## src/rtl/mem_bank_config_sequencer.sv

```systemverilog
// Configuration-write sequencer for a memory-bank (BL/WL) programmed fabric.
// It takes one configuration bit per cell over a valid/ready handshake.
// It visits every cell in row-major order: the bitline is the inner loop and
// the wordline is the outer loop.
// For each cell it gives the BL/WL decoders a setup / pulse / hold sequence.
// The outputs feed the decoder enable, addr_in and data_in pins directly.

module mem_bank_config_sequencer #(
    parameter int BL_NUM       = 19,
    parameter int WL_NUM       = 19,
    parameter int ADDR_W       = 5,
    parameter int PULSE_CYCLES = 2
) (
    input  logic              prog_clk,
    input  logic              reset,
    input  logic              start,
    input  logic              abort,
    input  logic              bit_valid,
    input  logic              bit_data,
    output logic              bit_ready,
    output logic              bl_enable,
    output logic [ADDR_W-1:0] bl_addr,
    output logic              bl_data,
    output logic              wl_enable,
    output logic [ADDR_W-1:0] wl_addr,
    output logic              busy,
    output logic              done
);

    // State encoding.
    localparam logic [2:0] ST_IDLE  = 3'd0;
    localparam logic [2:0] ST_LOAD  = 3'd1;
    localparam logic [2:0] ST_SETUP = 3'd2;
    localparam logic [2:0] ST_PULSE = 3'd3;
    localparam logic [2:0] ST_HOLD  = 3'd4;

    // The pulse counter only has to reach PULSE_CYCLES-1.
    localparam int CNT_W = (PULSE_CYCLES > 1) ? $clog2(PULSE_CYCLES) : 1;

    localparam logic [ADDR_W-1:0] BL_LAST    = ADDR_W'(BL_NUM - 1);
    localparam logic [ADDR_W-1:0] WL_LAST    = ADDR_W'(WL_NUM - 1);
    localparam logic [CNT_W-1:0]  PULSE_LAST = CNT_W'(PULSE_CYCLES - 1);

    logic [2:0]       state;
    logic [2:0]       state_next;
    logic [CNT_W-1:0] pulse_cnt;
    logic             bl_last;
    logic             wl_last;
    logic             accept;
    logic             start_ok;
    logic             advance;

    // Address-wrap detection for the current cell.
    assign bl_last = (bl_addr == BL_LAST);
    assign wl_last = (wl_addr == WL_LAST);

    // A write starts only from IDLE. If abort is high in the same cycle, the
    // write does not start.
    assign start_ok = (state == ST_IDLE) && start && !abort;

    // A bit is consumed only in LOAD. If abort is high in the same cycle, the
    // bit is left unconsumed.
    assign accept = (state == ST_LOAD) && bit_valid && !abort;

    // The cell is finished and the next LOAD follows, so the address steps.
    assign advance = (state == ST_HOLD) && !abort && !(bl_last && wl_last);

    // Next-state decode. Abort sends any active state back to IDLE.
    always_comb begin
        // NOTE: every signal assigned here gets a default first, so no latch is inferred.
        state_next = state;
        case (state)
            ST_IDLE:  if (start_ok) state_next = ST_LOAD;
            ST_LOAD:  if (bit_valid) state_next = ST_SETUP;
            ST_SETUP: state_next = ST_PULSE;
            ST_PULSE: if (pulse_cnt == PULSE_LAST) state_next = ST_HOLD;
            ST_HOLD:  state_next = (bl_last && wl_last) ? ST_IDLE : ST_LOAD;
            default:  state_next = ST_IDLE;
        endcase
        if (abort && (state != ST_IDLE)) begin
            state_next = ST_IDLE;
        end
    end

    // State register.
    always_ff @(posedge prog_clk) begin
        // NOTE: sequential state uses non-blocking assignments, so all flops update together.
        if (reset) begin
            state <= ST_IDLE;
        end else begin
            state <= state_next;
        end
    end

    // Counts the cycles spent in PULSE. It is cleared whenever PULSE is not continuing.
    always_ff @(posedge prog_clk) begin
        if (reset) begin
            pulse_cnt <= '0;
        end else if ((state == ST_PULSE) && (state_next == ST_PULSE)) begin
            pulse_cnt <= pulse_cnt + CNT_W'(1);
        end else begin
            pulse_cnt <= '0;
        end
    end

    // Cell address. It changes only when a write starts or a cell finishes.
    // After an abort it keeps its last value.
    always_ff @(posedge prog_clk) begin
        if (reset) begin
            bl_addr <= '0;
            wl_addr <= '0;
        end else if (start_ok) begin
            bl_addr <= '0;
            wl_addr <= '0;
        end else if (advance) begin
            if (bl_last) begin
                bl_addr <= '0;
                wl_addr <= wl_addr + ADDR_W'(1);
            end else begin
                bl_addr <= bl_addr + ADDR_W'(1);
            end
        end
    end

    // Data bit for the current cell. It is captured at the handshake and held
    // through SETUP, PULSE and HOLD.
    always_ff @(posedge prog_clk) begin
        if (reset) begin
            bl_data <= 1'b0;
        end else if (accept) begin
            bl_data <= bit_data;
        end
    end

    // Sticky completion flag. An accepted start clears it. It is set only
    // when the last cell finishes without an abort.
    always_ff @(posedge prog_clk) begin
        if (reset) begin
            done <= 1'b0;
        end else if (start_ok) begin
            done <= 1'b0;
        end else if ((state == ST_HOLD) && !abort && bl_last && wl_last) begin
            done <= 1'b1;
        end
    end

    // These outputs decode the state register only. bit_ready therefore has
    // no combinational path from bit_valid.
    assign bit_ready = (state == ST_LOAD);
    assign bl_enable = (state == ST_PULSE);
    assign wl_enable = (state == ST_PULSE);
    assign busy      = (state != ST_IDLE);

endmodule

```

## config.mk

```make
export PLATFORM = sky130hd
export DESIGN_NAME = mem_bank_config_sequencer
export DESIGN_NICKNAME = d
export VERILOG_FILES = /design/src/rtl/mem_bank_config_sequencer.sv
export SDC_FILE = /design/constraint.sdc
export NUM_CORES = 1
export LEC_CHECK = 0
export BUFFER_PORTS_ARGS = -buffer_cell sky130_fd_sc_hd__buf_2
export CAP_MARGIN = 10
export CORE_ASPECT_RATIO = 0.6
export CORE_MARGIN = 4
export CORE_UTILIZATION = 35
export CTS_CLUSTER_SIZE = 8
export DETAILED_ROUTE_END_ITERATION = 10
export GPL_TIMING_DRIVEN = 0
export SYNTH_ARGS = -nofsm -noshare
export SYNTH_HDL_FRONTEND = slang
export SYNTH_SLANG_ARGS = --single-unit
```

## constraint.sdc

```tcl
create_clock -name prog_clk -period 3.81 [get_ports prog_clk]
set_input_delay 0.762 -clock prog_clk [delete_from_list [all_inputs] [get_ports prog_clk]]
set_output_delay 0.762 -clock prog_clk [all_outputs]
set_load 0.01 [all_outputs]
```

==> report_table.html <==
<table>
<tr><th>Metric</th><th>Value</th></tr>
<tr><th colspan="2">Run status</th></tr>
<tr><td>Status</td><td>finished clean</td></tr>
<tr><th colspan="2">STA</th></tr>
<tr><td>Setup TNS after final layout</td><td>0 ps</td></tr>
<tr><td>Highest attainable clock frequency</td><td>0.475 GHz</td></tr>
<tr><td>Pins Over Slew Limit</td><td>0</td></tr>
<tr><td>Setup Viol. Count Final</td><td>0</td></tr>
<tr><td>Min setup slack post-route</td><td>approximately 1700 ps</td></tr>
<tr><td>Tmin final</td><td>2110 ps</td></tr>
<tr><td>Crit share post-route</td><td>55.3%</td></tr>
<tr><td>Unrepaired setup endpoints after global routing</td><td>no</td></tr>
<tr><td>Transition time at the pin with the least slew margin</td><td>884 ps</td></tr>
<tr><td>Slew Limit Headroom</td><td>40.3%</td></tr>
<tr><td>Final hold violation count</td><td>0</td></tr>
<tr><td>Largest clock skew in the final design</td><td>4.68 ps</td></tr>
<tr><th colspan="2">Routing</th></tr>
<tr><td>Total length of routed wires</td><td>2.14 mm</td></tr>
<tr><td>Routed wire length per instance</td><td>between 10 and 15 um</td></tr>
<tr><td>Number of DRC violations after detailed routing</td><td>0</td></tr>
<tr><td>Via count</td><td>830</td></tr>
<tr><td>First-pass iteration count of the detailed router</td><td>4</td></tr>
<tr><td>Average via count per standard cell</td><td>about 5.5</td></tr>
<tr><td>Number of design-rule violations left by the first detailed-router iteration</td><td>35</td></tr>
<tr><td>Final ANT Viol Nets</td><td>0</td></tr>
<tr><th colspan="2">Worst setup path</th></tr>
<tr><td>Critical path startpoint</td><td>state[1]</td></tr>
<tr><td>Worst setup slack for register-to-register paths</td><td>about 1800 ps</td></tr>
<tr><td>Worst Path Required</td><td>roughly 3100 ps</td></tr>
<tr><td>Top fanout value on the critical path</td><td>10</td></tr>
<tr><td>Data arrival time of the worst path</td><td>1340 ps</td></tr>
<tr><td>Critical Path Sink Type</td><td>primary output</td></tr>
<tr><td>Worst Setup Path Type</td><td>reg2out</td></tr>
<tr><td>RR Endpoint</td><td>wl_addr[1]</td></tr>
<tr><td>Element type at the critical path start</td><td>flop</td></tr>
<tr><td>Startpoint of the most critical register-to-register path</td><td>wl_addr[1]</td></tr>
<tr><td>Number of cells on the worst reg-to-reg path</td><td>4</td></tr>
<tr><th colspan="2">Floorplan</th></tr>
<tr><td>Die Span X</td><td>72.9 um</td></tr>
<tr><td>Die Ht</td><td>46.9 um</td></tr>
<tr><td>Total die area</td><td>roughly 3400 um2</td></tr>
<tr><td>Placeable core region</td><td>2280 um2</td></tr>
<tr><td>Starting density of the core</td><td>roughly 39%</td></tr>
<tr><td>Row count</td><td>13</td></tr>
<tr><td>IO Count</td><td>22</td></tr>
<tr><th colspan="2">Pwr</th></tr>
<tr><td>Static Leakage</td><td>~0.42 nW</td></tr>
<tr><td>Max VDD drop</td><td>0.182 mV</td></tr>
<tr><td>Power density cells</td><td>294 nW/um2</td></tr>
<tr><td>Sum of internal, switching and leakage power</td><td>0.314 mW</td></tr>
<tr><th colspan="2">Placed design</th></tr>
<tr><td>Pre-CTS worst setup slack</td><td>~1500 ps</td></tr>
<tr><td>Cell count after placement</td><td>approximately 150</td></tr>
<tr><td>Quantity of I/O buffers inserted on ports</td><td>21</td></tr>
<tr><td>Routability-driven placement congestion ratio</td><td>between 0.7 and 0.8</td></tr>
<tr><td>Total half-perimeter wirelength after legalization and detailed placement</td><td>approximately 1.6 mm</td></tr>
<tr><th colspan="2">Synthesis</th></tr>
<tr><td>Count leader, synth</td><td>sky130_fd_sc_hd__dfxtp_1</td></tr>
<tr><td>Total of flip-flops plus latches after synthesis</td><td>16</td></tr>
<tr><td>Mean instance size in the synthesized netlist</td><td>9.11 um2</td></tr>
<tr><td>Count of cell types in the netlist</td><td>35</td></tr>
<tr><td>Cell type contributing the most total cell area after synthesis</td><td>sky130_fd_sc_hd__dfxtp_1</td></tr>
<tr><td>Mapped Cells</td><td>between 90 and 100</td></tr>
<tr><td>YS warnings</td><td>0</td></tr>
<tr><td>Seq/Total Area, Yosys</td><td>36.3%</td></tr>
<tr><td>Syn_nets</td><td>107</td></tr>
<tr><td>Share of Yosys cell area claimed by the top area cell type</td><td>between 30% and 40%</td></tr>
<tr><td>Count of flip-flops with a built-in enable after synthesis</td><td>0</td></tr>
<tr><td>Cell types with the highest counts after synthesis</td><td>sky130_fd_sc_hd__dfxtp_1, sky130_fd_sc_hd__a21oi_1, sky130_fd_sc_hd__o21ai_0</td></tr>
<tr><td>Fraction of synthesis flops using an asynchronous set or reset pin</td><td>0%</td></tr>
<tr><td>Leading cell types by total area after synthesis</td><td>sky130_fd_sc_hd__dfxtp_1, sky130_fd_sc_hd__ha_1, sky130_fd_sc_hd__a21oi_1</td></tr>
<tr><td>Dominant register cell in the synthesized netlist</td><td>sky130_fd_sc_hd__dfxtp_1</td></tr>
<tr><td>Post-synthesis cell area</td><td>883 um2</td></tr>
<tr><th colspan="2">Clock tree</th></tr>
<tr><td>Sinks on Clock Net</td><td>16</td></tr>
<tr><td>Count of instances resized after the clock tree is built</td><td>0</td></tr>
<tr><td>TritonCTS clock tree</td><td>done</td></tr>
<tr><td>Clk Tree Root Cell</td><td>sky130_fd_sc_hd__clkbuf_8</td></tr>
<tr><td>Clock slew at reported path FFs</td><td>60 ps</td></tr>
<tr><td>Clock insertion delay at the later pin of the skew report</td><td>250 ps</td></tr>
<tr><td>CTS hold repair buffers</td><td>0</td></tr>
<tr><td>Number of clock buffers inserted by TritonCTS</td><td>3</td></tr>
<tr><td>Setup fix buffers added after clock tree synthesis</td><td>0</td></tr>
<tr><td>Clock H-tree levels</td><td>1</td></tr>
<tr><td>Maximum clock insertion buffer count</td><td>2</td></tr>
<tr><th colspan="2">Cells and area</th></tr>
<tr><td>Share of layout cells above drive strength 1</td><td>around 30%</td></tr>
<tr><td>Antenna diode instance count</td><td>0</td></tr>
<tr><td>Synth-to-Final Area Change</td><td>20.8%</td></tr>
<tr><td>Net count reported at finish</td><td>133</td></tr>
<tr><td>Post-route insts no fill</td><td>~150</td></tr>
<tr><th colspan="2">Global routing</th></tr>
<tr><td>Initial antenna violation count</td><td>0</td></tr>
<tr><td>Number of global-route vias before repair</td><td>742</td></tr>
<tr><td>Total GRT Usage</td><td>13.5%</td></tr>
<tr><td>Wire length of the first global-routing pass</td><td>3.48 mm</td></tr>
<tr><td>Global-route congestion overflow total</td><td>0</td></tr>
<tr><td>Largest net degree at the start of global routing</td><td>11</td></tr>
<tr><th colspan="2">Hold path</th></tr>
<tr><td>Number of cells on the worst hold path</td><td>1</td></tr>
<tr><td>Path type of the worst min-delay path</td><td>reg2reg</td></tr>
<tr><td>Endpoint, Worst Hold</td><td>pulse_cnt</td></tr>
<tr><td>Start point of the worst hold path</td><td>pulse_cnt</td></tr>
<tr><th colspan="2">Run</th></tr>
<tr><td>Max cap viols</td><td>0</td></tr>
</table>
==> metrics by stage <==
stage,cell area [um2],hold slack (ps),utilization [%]
floorplan,883,429,-
global placement,1030,453,45.1
detailed placement,1030,461,45.1
CTS,1070,470,46.9
global route,1070,500,46.9
finish,1070,473,46.9
==> cell type report <==
cell class / count / area (um2)
buffer: 5 / 41.3
clock buffer: 3 / 41.3
fill: 242 / 1210
inverter: 5 / 18.8
multi-input combinational: 71 / 503
sequential: 16 / 320
tap: 30 / 37.5
timing repair buffer: 21 / 105
==> power breakdown <==
| part | internal (mW) | total (mW) | switching, mW |
|---|---|---|---|
| sequential | 0.168 | 0.169 | 0.000350 |
| clock | 0.0700 | 0.125 | 0.0550 |
| combinational | 0.00888 | 0.0206 | 0.0117 |
| total | 0.247 | 0.314 | 0.0671 |
==> how the worst max path moves through the flow <==
stage,to,slack [ps],cells past startpoint
floorplan,bl_addr[1],1820,4
global placement,wl_addr[1],1550,5
detailed placement,wl_addr[1],1530,5
CTS,wl_enable,1690,6
global route,wl_enable,1620,6
finish,wl_enable,1700,6
==> placed cells by master, fill, tap and decap left out, types with 3 or more instances in the layout <==
cell type / instances
sky130_fd_sc_hd__a21oi_1: 8
sky130_fd_sc_hd__clkbuf_8: 3
sky130_fd_sc_hd__a211oi_1: 4
sky130_fd_sc_hd__or4_1: 4
sky130_fd_sc_hd__dfxtp_1: 16
sky130_fd_sc_hd__o21ai_0: 7
sky130_fd_sc_hd__nand3_1: 4
sky130_fd_sc_hd__o31ai_1: 4
sky130_fd_sc_hd__ha_1: 4
sky130_fd_sc_hd__nand2_1: 3
sky130_fd_sc_hd__or3_1: 3
sky130_fd_sc_hd__buf_2: 21
sky130_fd_sc_hd__nor3_1: 4
sky130_fd_sc_hd__inv_1: 5
==> per-layer routing <==
layer	global-route usage [%]	part of all wire, %
met5	0	0
met4	3.31	0.37
met1	19.2	54
met2	19.5	41
met3	4.70	5.3
==> critical path: stages, from the launching register on <==
cell                      delay, ps
sky130_fd_sc_hd__dfxtp_1        310
sky130_fd_sc_hd__buf_4          150
sky130_fd_sc_hd__nand2_1         50
sky130_fd_sc_hd__or2_2          290
sky130_fd_sc_hd__inv_1           80
sky130_fd_sc_hd__buf_4          100
sky130_fd_sc_hd__buf_2          110
==> flip-flops by register name, summed over array words and instances, names as in the netlist <==
register   flops
wl_addr        5
done           1
pulse_cnt      1
state          3
bl_addr        5
bl_data        1
==> kinds of logic (layout without fill, tap and decap cells) <==
logic type,Yosys count,count (layout),synth area share (%)
fa+ha+maj,4,4,5.67
simple gates,37,37,28.8
buf+inv,10,34,6.80
compound gates,28,28,20.1
flops,16,16,36.3
mux,2,2,2.41
(Power assumes the default switching activity.)
